`config.mk`:
```
export PLATFORM = sky130hd
export DESIGN_NAME = mem_bus_controller
export DESIGN_NICKNAME = d
export VERILOG_FILES = /design/src/rtl/mem_bus_controller.sv
export SDC_FILE = /design/constraint.sdc
export NUM_CORES = 1
export LEC_CHECK = 0
export ABC_CLOCK_PERIOD_IN_PS = 3900
export BUFFER_PORTS_ARGS = -buffer_cell sky130_fd_sc_hd__buf_2
export CORE_MARGIN = 2
export CORE_UTILIZATION = 50
export CTS_BUF_LIST = sky130_fd_sc_hd__clkbuf_2 sky130_fd_sc_hd__clkbuf_4 sky130_fd_sc_hd__clkbuf_8
export CTS_CLUSTER_SIZE = 30
export DETAILED_ROUTE_END_ITERATION = 12
export GPL_ROUTABILITY_DRIVEN = 0
export HOLD_SLACK_MARGIN = 0.12
export PLACE_DENSITY = 0.88
export SYNTH_ARGS = -nofsm -noshare
export SYNTH_HDL_FRONTEND = slang
export SYNTH_SLANG_ARGS = --single-unit
```
`constraint.sdc`:
```
create_clock -name clock -period 3.9 [get_ports clock]
set_input_delay 0.195 -clock clock [delete_from_list [all_inputs] [get_ports clock]]
set_output_delay 0.195 -clock clock [all_outputs]
set_load 0.1 [all_outputs]
```
`src/rtl/mem_bus_controller.sv`:
```
// mem_bus_controller: registered req/ready memory bus controller.
// Decodes a CPU word address into ROM / I/O / RAM regions, applies
// per-region wait states, drives the device selects, write strobe and latched
// offset/write data, and returns registered read data with an error flag.
//
// Handshake: the CPU raises req and holds address/we/data_in stable until it
// sees ready. ready is a one-cycle pulse; data_out and error are valid in that
// cycle. A req still high in the cycle after ready starts a new transaction.
// Dropping req before ready does not cancel the transaction in flight.
//
// Optional feature (macro ROM_WRITE_PROTECT_EN): when defined, writes decoded
// to ROM are rejected with error=1 and never reach the device.
//
// fsm_state exposes the controller state: 0 = IDLE, 1 = ACCESS, 2 = RESP.
module mem_bus_controller #(
  parameter int              DW       = 32,
  parameter int              AW       = 16,
  parameter logic [AW-1:0]   ROM_BASE = 'h0000,
  parameter int              ROM_AW   = 5,
  parameter logic [AW-1:0]   IO_BASE  = 'h0020,
  parameter int              IO_AW    = 5,
  parameter logic [AW-1:0]   RAM_BASE = 'h0800,
  parameter int              RAM_AW   = 11,
  parameter int              ROM_WS   = 0,
  parameter int              IO_WS    = 1,
  parameter int              RAM_WS   = 2
) (
  input  logic              clock,
  input  logic              reset,
  input  logic              req,
  input  logic              we,
  input  logic [AW-1:0]     address,
  input  logic [DW-1:0]     data_in,
  output logic [DW-1:0]     data_out,
  output logic              ready,
  output logic              error,
  output logic              sel_rom,
  output logic              sel_io,
  output logic              sel_ram,
  output logic [RAM_AW-1:0] dev_addr,
  output logic              dev_we,
  output logic [DW-1:0]     dev_wdata,
  input  logic [DW-1:0]     rom_rdata,
  input  logic [DW-1:0]     io_rdata,
  input  logic [DW-1:0]     ram_rdata,
  output logic [1:0]        fsm_state
);

  typedef enum logic [1:0] {
    IDLE   = 2'd0,
    ACCESS = 2'd1,
    RESP   = 2'd2
  } state_t;

  typedef enum logic [1:0] {
    REG_NONE = 2'd0,
    REG_ROM  = 2'd1,
    REG_IO   = 2'd2,
    REG_RAM  = 2'd3
  } region_t;

  // Masks selecting the base-compare bits of each region; the complement
  // (truncated to the device address width) selects the offset bits.
  localparam logic [AW-1:0] ROM_MASK = {AW{1'b1}} << ROM_AW;
  localparam logic [AW-1:0] IO_MASK  = {AW{1'b1}} << IO_AW;
  localparam logic [AW-1:0] RAM_MASK = {AW{1'b1}} << RAM_AW;
  localparam logic [AW-1:0] ROM_OFF_FULL = ~ROM_MASK;
  localparam logic [AW-1:0] IO_OFF_FULL  = ~IO_MASK;
  localparam logic [AW-1:0] RAM_OFF_FULL = ~RAM_MASK;
  localparam logic [RAM_AW-1:0] ROM_OFF = ROM_OFF_FULL[RAM_AW-1:0];
  localparam logic [RAM_AW-1:0] IO_OFF  = IO_OFF_FULL[RAM_AW-1:0];
  localparam logic [RAM_AW-1:0] RAM_OFF = RAM_OFF_FULL[RAM_AW-1:0];

  state_t            state, state_d;
  region_t           region_q, dec_region;
  logic              we_q;
  logic [3:0]        cnt;
  logic [3:0]        dec_ws;
  logic [RAM_AW-1:0] dec_off;
  logic              hit_rom, hit_io, hit_ram;
  logic              wp_block;
  logic [DW-1:0]     rdata_mux;

  assign hit_rom = ((address ^ ROM_BASE) & ROM_MASK) == '0;
  assign hit_io  = ((address ^ IO_BASE)  & IO_MASK)  == '0;
  assign hit_ram = ((address ^ RAM_BASE) & RAM_MASK) == '0;

  // Priority decode of the incoming address: ROM over I/O over RAM.
  always_comb begin
    dec_region = REG_NONE;
    dec_off    = '0;
    dec_ws     = '0;
    if (hit_rom) begin
      dec_region = REG_ROM;
      dec_off    = address[RAM_AW-1:0] & ROM_OFF;
      dec_ws     = 4'(ROM_WS);
    end else if (hit_io) begin
      dec_region = REG_IO;
      dec_off    = address[RAM_AW-1:0] & IO_OFF;
      dec_ws     = 4'(IO_WS);
    end else if (hit_ram) begin
      dec_region = REG_RAM;
      dec_off    = address[RAM_AW-1:0] & RAM_OFF;
      dec_ws     = 4'(RAM_WS);
    end
  end

`ifdef ROM_WRITE_PROTECT_EN
  assign wp_block = (dec_region == REG_ROM) && we;
`else
  assign wp_block = 1'b0;
`endif

  // Read data of the region latched for the current transaction.
  always_comb begin
    rdata_mux = '0;
    case (region_q)
      REG_ROM: rdata_mux = rom_rdata;
      REG_IO:  rdata_mux = io_rdata;
      REG_RAM: rdata_mux = ram_rdata;
      default: rdata_mux = '0;
    endcase
  end

  // Next-state logic plus the state-decoded selects, strobe and ready.
  always_comb begin
    state_d = state;
    sel_rom = 1'b0;
    sel_io  = 1'b0;
    sel_ram = 1'b0;
    dev_we  = 1'b0;
    ready   = 1'b0;
    case (state)
      IDLE: begin
        if (req) begin
          if (dec_region == REG_NONE || wp_block) state_d = RESP;
          else                                    state_d = ACCESS;
        end
      end
      ACCESS: begin
        sel_rom = (region_q == REG_ROM);
        sel_io  = (region_q == REG_IO);
        sel_ram = (region_q == REG_RAM);
        if (cnt == 4'd0) begin
          dev_we  = we_q;
          state_d = RESP;
        end
      end
      RESP: begin
        ready   = 1'b1;
        state_d = IDLE;
      end
      default: state_d = IDLE;
    endcase
  end

  // State register.
  always_ff @(posedge clock) begin
    if (reset) state <= IDLE;
    else       state <= state_d;
  end

  // Transaction latches, wait counter and response registers.
  always_ff @(posedge clock) begin
    if (reset) begin
      region_q  <= REG_NONE;
      we_q      <= 1'b0;
      cnt       <= '0;
      dev_addr  <= '0;
      dev_wdata <= '0;
      data_out  <= '0;
      error     <= 1'b0;
    end else begin
      case (state)
        IDLE: begin
          if (req) begin
            region_q  <= dec_region;
            we_q      <= we;
            cnt       <= dec_ws;
            dev_addr  <= dec_off;
            dev_wdata <= data_in;
            if (dec_region == REG_NONE) begin
              data_out <= '0;
              error    <= 1'b1;
            end else if (wp_block) begin
              error <= 1'b1;
            end
          end
        end
        ACCESS: begin
          if (cnt != 4'd0) begin
            cnt <= cnt - 4'd1;
          end else begin
            error <= 1'b0;
            if (!we_q) data_out <= rdata_mux;
          end
        end
        default: ;
      endcase
    end
  end

  assign fsm_state = state;

endmodule

```
Yosys cells after proc, flatten, opt, wreduce, memory -nomap -nowiden
Cells that the tools add are included.
- reduce and logical (&&, ||, !) cells: 13
- $add $sub $neg: 1
- muxes and demuxes: 32
- equality and inequality tests: 11
- bitwise logic cells: 2
- operator list (operator ; count):
    $mux W32 ; 4
    $pmux W32 S3 ; 1
    $pmux W32 S2 ; 1
    $logic_not A16 Y1 ; 3
    $mux W11 ; 3
    $mux W4 ; 4
    $mux W2 ; 7
    $ne A2 B2 Y1 const B ; 6
    $mux W1 ; 9
    $pmux W4 S2 ; 1
    $eq A2 B2 Y1 const B ; 3
    $reduce_and A5 Y1 ; 1
    $eq A2 B1 Y1 const B ; 2
    $logic_not A2 Y1 ; 2
    $logic_not A4 Y1 ; 1
    $pmux W2 S2 ; 1
    $reduce_and A2 Y1 ; 2
    $reduce_and A4 Y1 ; 1
    $reduce_bool A4 Y1 ; 1
    $sub A4 B1 Y4 const B ; 1
    $reduce_and A3 Y1 ; 1
    $not A1 Y1 ; 2
    $pmux W1 S2 ; 1
    $reduce_bool A2 Y1 ; 1
- logic and storage cells: 67
- input port bits: 148
- bits in registers: 85
- output and inout bits: 83

Longest topological paths before layout
- word-level depth: 9
- depth in mapped cells: 7
- depth with buffers taken out: 6

Worst setup path before layout
OpenSTA, ideal clock, no wires.
- path type: reg2out
- start point: reg state[0] (netlist: fsm_state[0])
- end point: out sel_io
- data required time: 3.705 ns
- cell stages (with the launch flop): 6
- slack: 0.744 ns
- arrival: 2.961 ns
- buffers on the path: 2
- cells stage by stage: dfxtp_1 -> clkbuf_1 -> nor2b_1 -> clkbuf_1 -> nand2_1 -> nor2_1
- cells in the longest elaborated chain, start to end: 2
- RTL lines (element ; RTL line ; source):
    start: declaration ; 74 ; state_t state, state_d;
    start signal: assignment ; 160 ; else state <= state_d;
    $eq A2 B1 Y1 ; 133 ; case (state)
    $mux W1 ; 133 ;
    end: declaration ; 38 ; output logic sel_io,
No other way between the ends.

Worst setup path after layout
- start point: in address[6]
- end point: reg data_out[19]
- cells in the longest elaborated chain, start to end: 6
- elaborated cells on any way between the ends: 7
- those cells by class: eq/ne (1); mux (2); reduce/logical (4)
- RTL lines (element ; RTL line ; source):
    start: declaration ; 32 ; input logic [AW-1:0] address,
    $logic_not A16 Y1 ; 85 ; assign hit_io = ((address ^ IO_BASE) & IO_MASK) == '0;
    $mux W2 ; 97 ; end else if (hit_io) begin
    $mux W2 (*) ; 93 ; if (hit_rom) begin
    $logic_not A2 Y1 (*) ; 182 ; if (dec_region == REG_NONE) begin
    $ne A2 B2 Y1 (no line) (*) ; - ;
    $reduce_and A5 Y1 (no line) (*) ; - ;
    end signal: assignment ; 195 ; if (!we_q) data_out <= rdata_mux;
    end: declaration ; 34 ; output logic [DW-1:0] data_out,
Mark *: on every way between the ends. The rest lies on a longest branch, timed or not.
A chain may end at the register's enable or synchronous reset.

==> flow_metrics.env <==
export IMPL_status="finished, final reports clean"
export IMPL_hold_viol_final=0
export IMPL_overflow=0
export IMPL_p_sw_mw=0.629
export IMPL_synth_common_cells="85 x dfxtp_1, 72 x nand2_1, 40 x nor2_1"
export IMPL_met2_usage_pct=49.6
export IMPL_synth_distinct_cells=38
export IMPL_clock_path_buffers=2
export IMPL_cts_buffers=9
export IMPL_vias=4362
export IMPL_start_kind="input pin"
export IMPL_ir_worst_vdd_uv=193
export IMPL_reg2reg_from="fsm_state[1]"
export IMPL_path_cells="dlygate4sd3_1 -> buf_2 -> or4_4 -> o21ba_4 -> o211ai_4 -> buf_4 -> mux2_2"
export IMPL_cts_resized=0
export IMPL_synthTopCellsByArea="dfxtp_1 40%, mux2_4 11%, mux2_2 9.1%"
export IMPL_reg2reg_slack_ps=1720
export IMPL_cts_hold_buf=44
export IMPL_fin_crit_sh_pct=65.1
export IMPL_end_kind="flip-flop"
export IMPL_final_util_pct=73.5
export IMPL_core_area_um2=8220
export IMPL_p_leak_nw=2.81
export IMPL_root_buffer="clkbuf_8"
export IMPL_synth_area_per_cell_um2=9.28
export IMPL_synth_top_family_by_area="multiplexers"
export IMPL_nets=859
export IMPL_cp_data_required_time_ps=4130
export IMPL_slowest_stage="dlygate4sd3_1"
export IMPL_path_max_fanout=32
export IMPL_slew_limit_headroom_pct=15.9
export IMPL_hp_class="in2reg"
export IMPL_synth_ff_type="dfxtp_1"
export IMPL_synth_edf_count=0
export IMPL_top_usage_layer="met2"
export IMPL_syn_inst=455
export IMPL_ys_seq_elements=85
export IMPL_worstHoldStart="address[14]"
export IMPL_fp_row_count=33
export IMPL_clk_pin_slew_ps=90
export IMPL_p_int_mw=1.43
export IMPL_yosysMostFrequentCell="dfxtp_1"
export IMPL_path_class="in2reg"
export IMPL_yosys_warnings=0
export IMPL_syn_nets=605
export IMPL_synth_compound_area_share_pct=15.1
export IMPL_ioPinCount=231
export IMPL_start_util_pct=51.4
export IMPL_finalCriticalPeriod_ps=2540
export IMPL_drt_iter0_markers=160
export IMPL_tightest_slew_ps=1260
export IMPL_grtUsageTotal_pct=27.1
export IMPL_p_seq_share_pct=44.2
export IMPL_yosys_area_share_simple_pct=18.9
export IMPL_grt_pass1_wl_um=19500
export IMPL_gr_usage_met1_pct=29.8
export IMPL_fp_dieH_um=95.9
export IMPL_drc_errors=0
export IMPL_cts_tree="yes"
export IMPL_slew_viol_final=0
export IMPL_grtUsageMet3_pct=5.09
export IMPL_place_hpwl_um=8500
export IMPL_syn_area_um2=4220
export IMPL_skew_ps=12.7
export IMPL_fp_dieW_um=95.9
export IMPL_critPathLaunch="address[6]"
export IMPL_clk_latency_ps=340
export IMPL_diodes=0
export IMPL_arrival_ps=2770
export IMPL_post_cts_buffers=0
export IMPL_postRouteAntennaNets=0
export IMPL_wl_um=13100
export IMPL_tns_ps=0
export IMPL_power_frac_comb_pct=21.9
export IMPL_p_sw_share_pct=30.6
export IMPL_synthXorXnorAreaFrac_pct=0.415
export IMPL_numClockSinks=85
export IMPL_clockPowerShare_pct=33.9
export IMPL_synthMuxAreaShare_pct=19.7
export IMPL_first_pass_iters=5
export IMPL_drv_cap=0
export IMPL_portBuffers=230
export IMPL_first_global_vias=4235
export IMPL_power_density_nw_per_um2=341
export IMPL_fmax_mhz=394
export IMPL_synthArstFlopShare_pct=0
export IMPL_avgViaCountPerCell=5.33
export IMPL_grt_max_degree=78
export IMPL_wl_per_cell_um=16.0
export IMPL_synth_seq_area_share_pct=40.3
export IMPL_htree_levels=3
export IMPL_drive_gt1_share_pct=45.7
export IMPL_syn_to_final_growth_pct=43.1
export IMPL_dieArea_um2=9190
export IMPL_yosysTopAreaCellShare_pct=40.3
export IMPL_antenna_found_initial=0
export IMPL_setup_viol=0
export IMPL_rsz0062_at_grt="no"
export IMPL_slowest_delay_ps=550
export IMPL_synth_fa_ha_area_share_pct=0.593
export IMPL_synth_area_leader_cell="dfxtp_1"
## cells in the final DEF, fill, tap and decap left out, drive strengths merged, types with 2 or more instances in the layout
cell type,count
buf,237
dfxtp,85
nand2,72
mux2,64
dlygate4sd3,44
nor2,40
a21oi,36
nor2b,35
a22oi,32
a22o,11
clkbuf,10
inv,6
nor3,6
nand2b,3
o211ai,3
nor3b,2
and3,2
nor4,2
xnor2,2
a211oi,2
ha,2
bufinv,2
clkinv,2
## final timing paths
kind / end / depth (start not counted)
worst max-delay path: data_out[19] / 7
worst min-delay path: region_q[1] / 4
worst max register to register: data_out[24] / 4
worst min register to register: dev_wdata[11] / 2
## stage by stage
step / hold WS [ps] / worst slack [ps] / total power [mW] / instance area, um2 / cells
after floorplan: 320 / 744 / 1.23 / 4220 / 455
after global placement: 408 / 1630 / 1.33 / 5370 / 759
after detailed placement: 409 / 1600 / 1.34 / 5370 / 759
after CTS: 224 / 1420 / 2.07 / 6040 / 819
after global routing: 243 / 1320 / 2.14 / 6040 / 819
final: 232 / 1360 / 2.06 / 6040 / 819
## registers in the layout (all words and copies together) (netlist names)
register and flops:
data_out 32, fsm_state 2, dev_addr 11, dev_wdata 32, cnt 4, region_q 2, we_q 1, error 1
## power by group through the flow
stage | Sequential (mW) | Clock (mW) | Combinational, mW
6_report | 0.910 | 0.698 | 0.450
5_1_grt | 0.913 | 0.756 | 0.476
4_1_cts | 0.909 | 0.716 | 0.444
3_5_place_dp | 0.930 | 0 | 0.409
3_3_place_gp | 0.928 | 0 | 0.400
2_1_floorplan | 1.09 | 0 | 0.138
## per-layer routing
metal  part of all wire (%)  up-vias
met5                      0        -
met4                    3.2        0
met3                    6.6       38
met2                     51      220
met1                     39     2029
li1                       -     2075
## worst max-delay path: cells and delay by family
family | cells | cell delay (ps)
AOI/OAI and AO/OA | 2 | 410
muxes | 1 | 390
and+or+nand+nor | 1 | 530
buffers and inverters | 3 | 1220
## cell type report
| type | count | area, um2 |
|---|---|---|
| Multi-Input combinational cell | 327 | 2310 |
| Sequential cell | 85 | 1700 |
| Tap cell | 105 | 131 |
| Fill cell | 581 | 2180 |
| Inverter | 5 | 18.8 |
| Clock inverter | 6 | 93.8 |
| Timing Repair Buffer | 281 | 1640 |
| Clock buffer | 10 | 138 |
## kinds of logic (layout without fill, tap and decap cells)
group	after synthesis	count (layout)
AOI/OAI and AO/OA	91	91
adders and majority gates	2	2
DFF	85	85
xor gates and xnor gates	2	2
muxes	64	64
buffers and inverters	43	302
and+or+nand+nor	168	168
No activity file was read; power rests on OpenSTA's default activity.
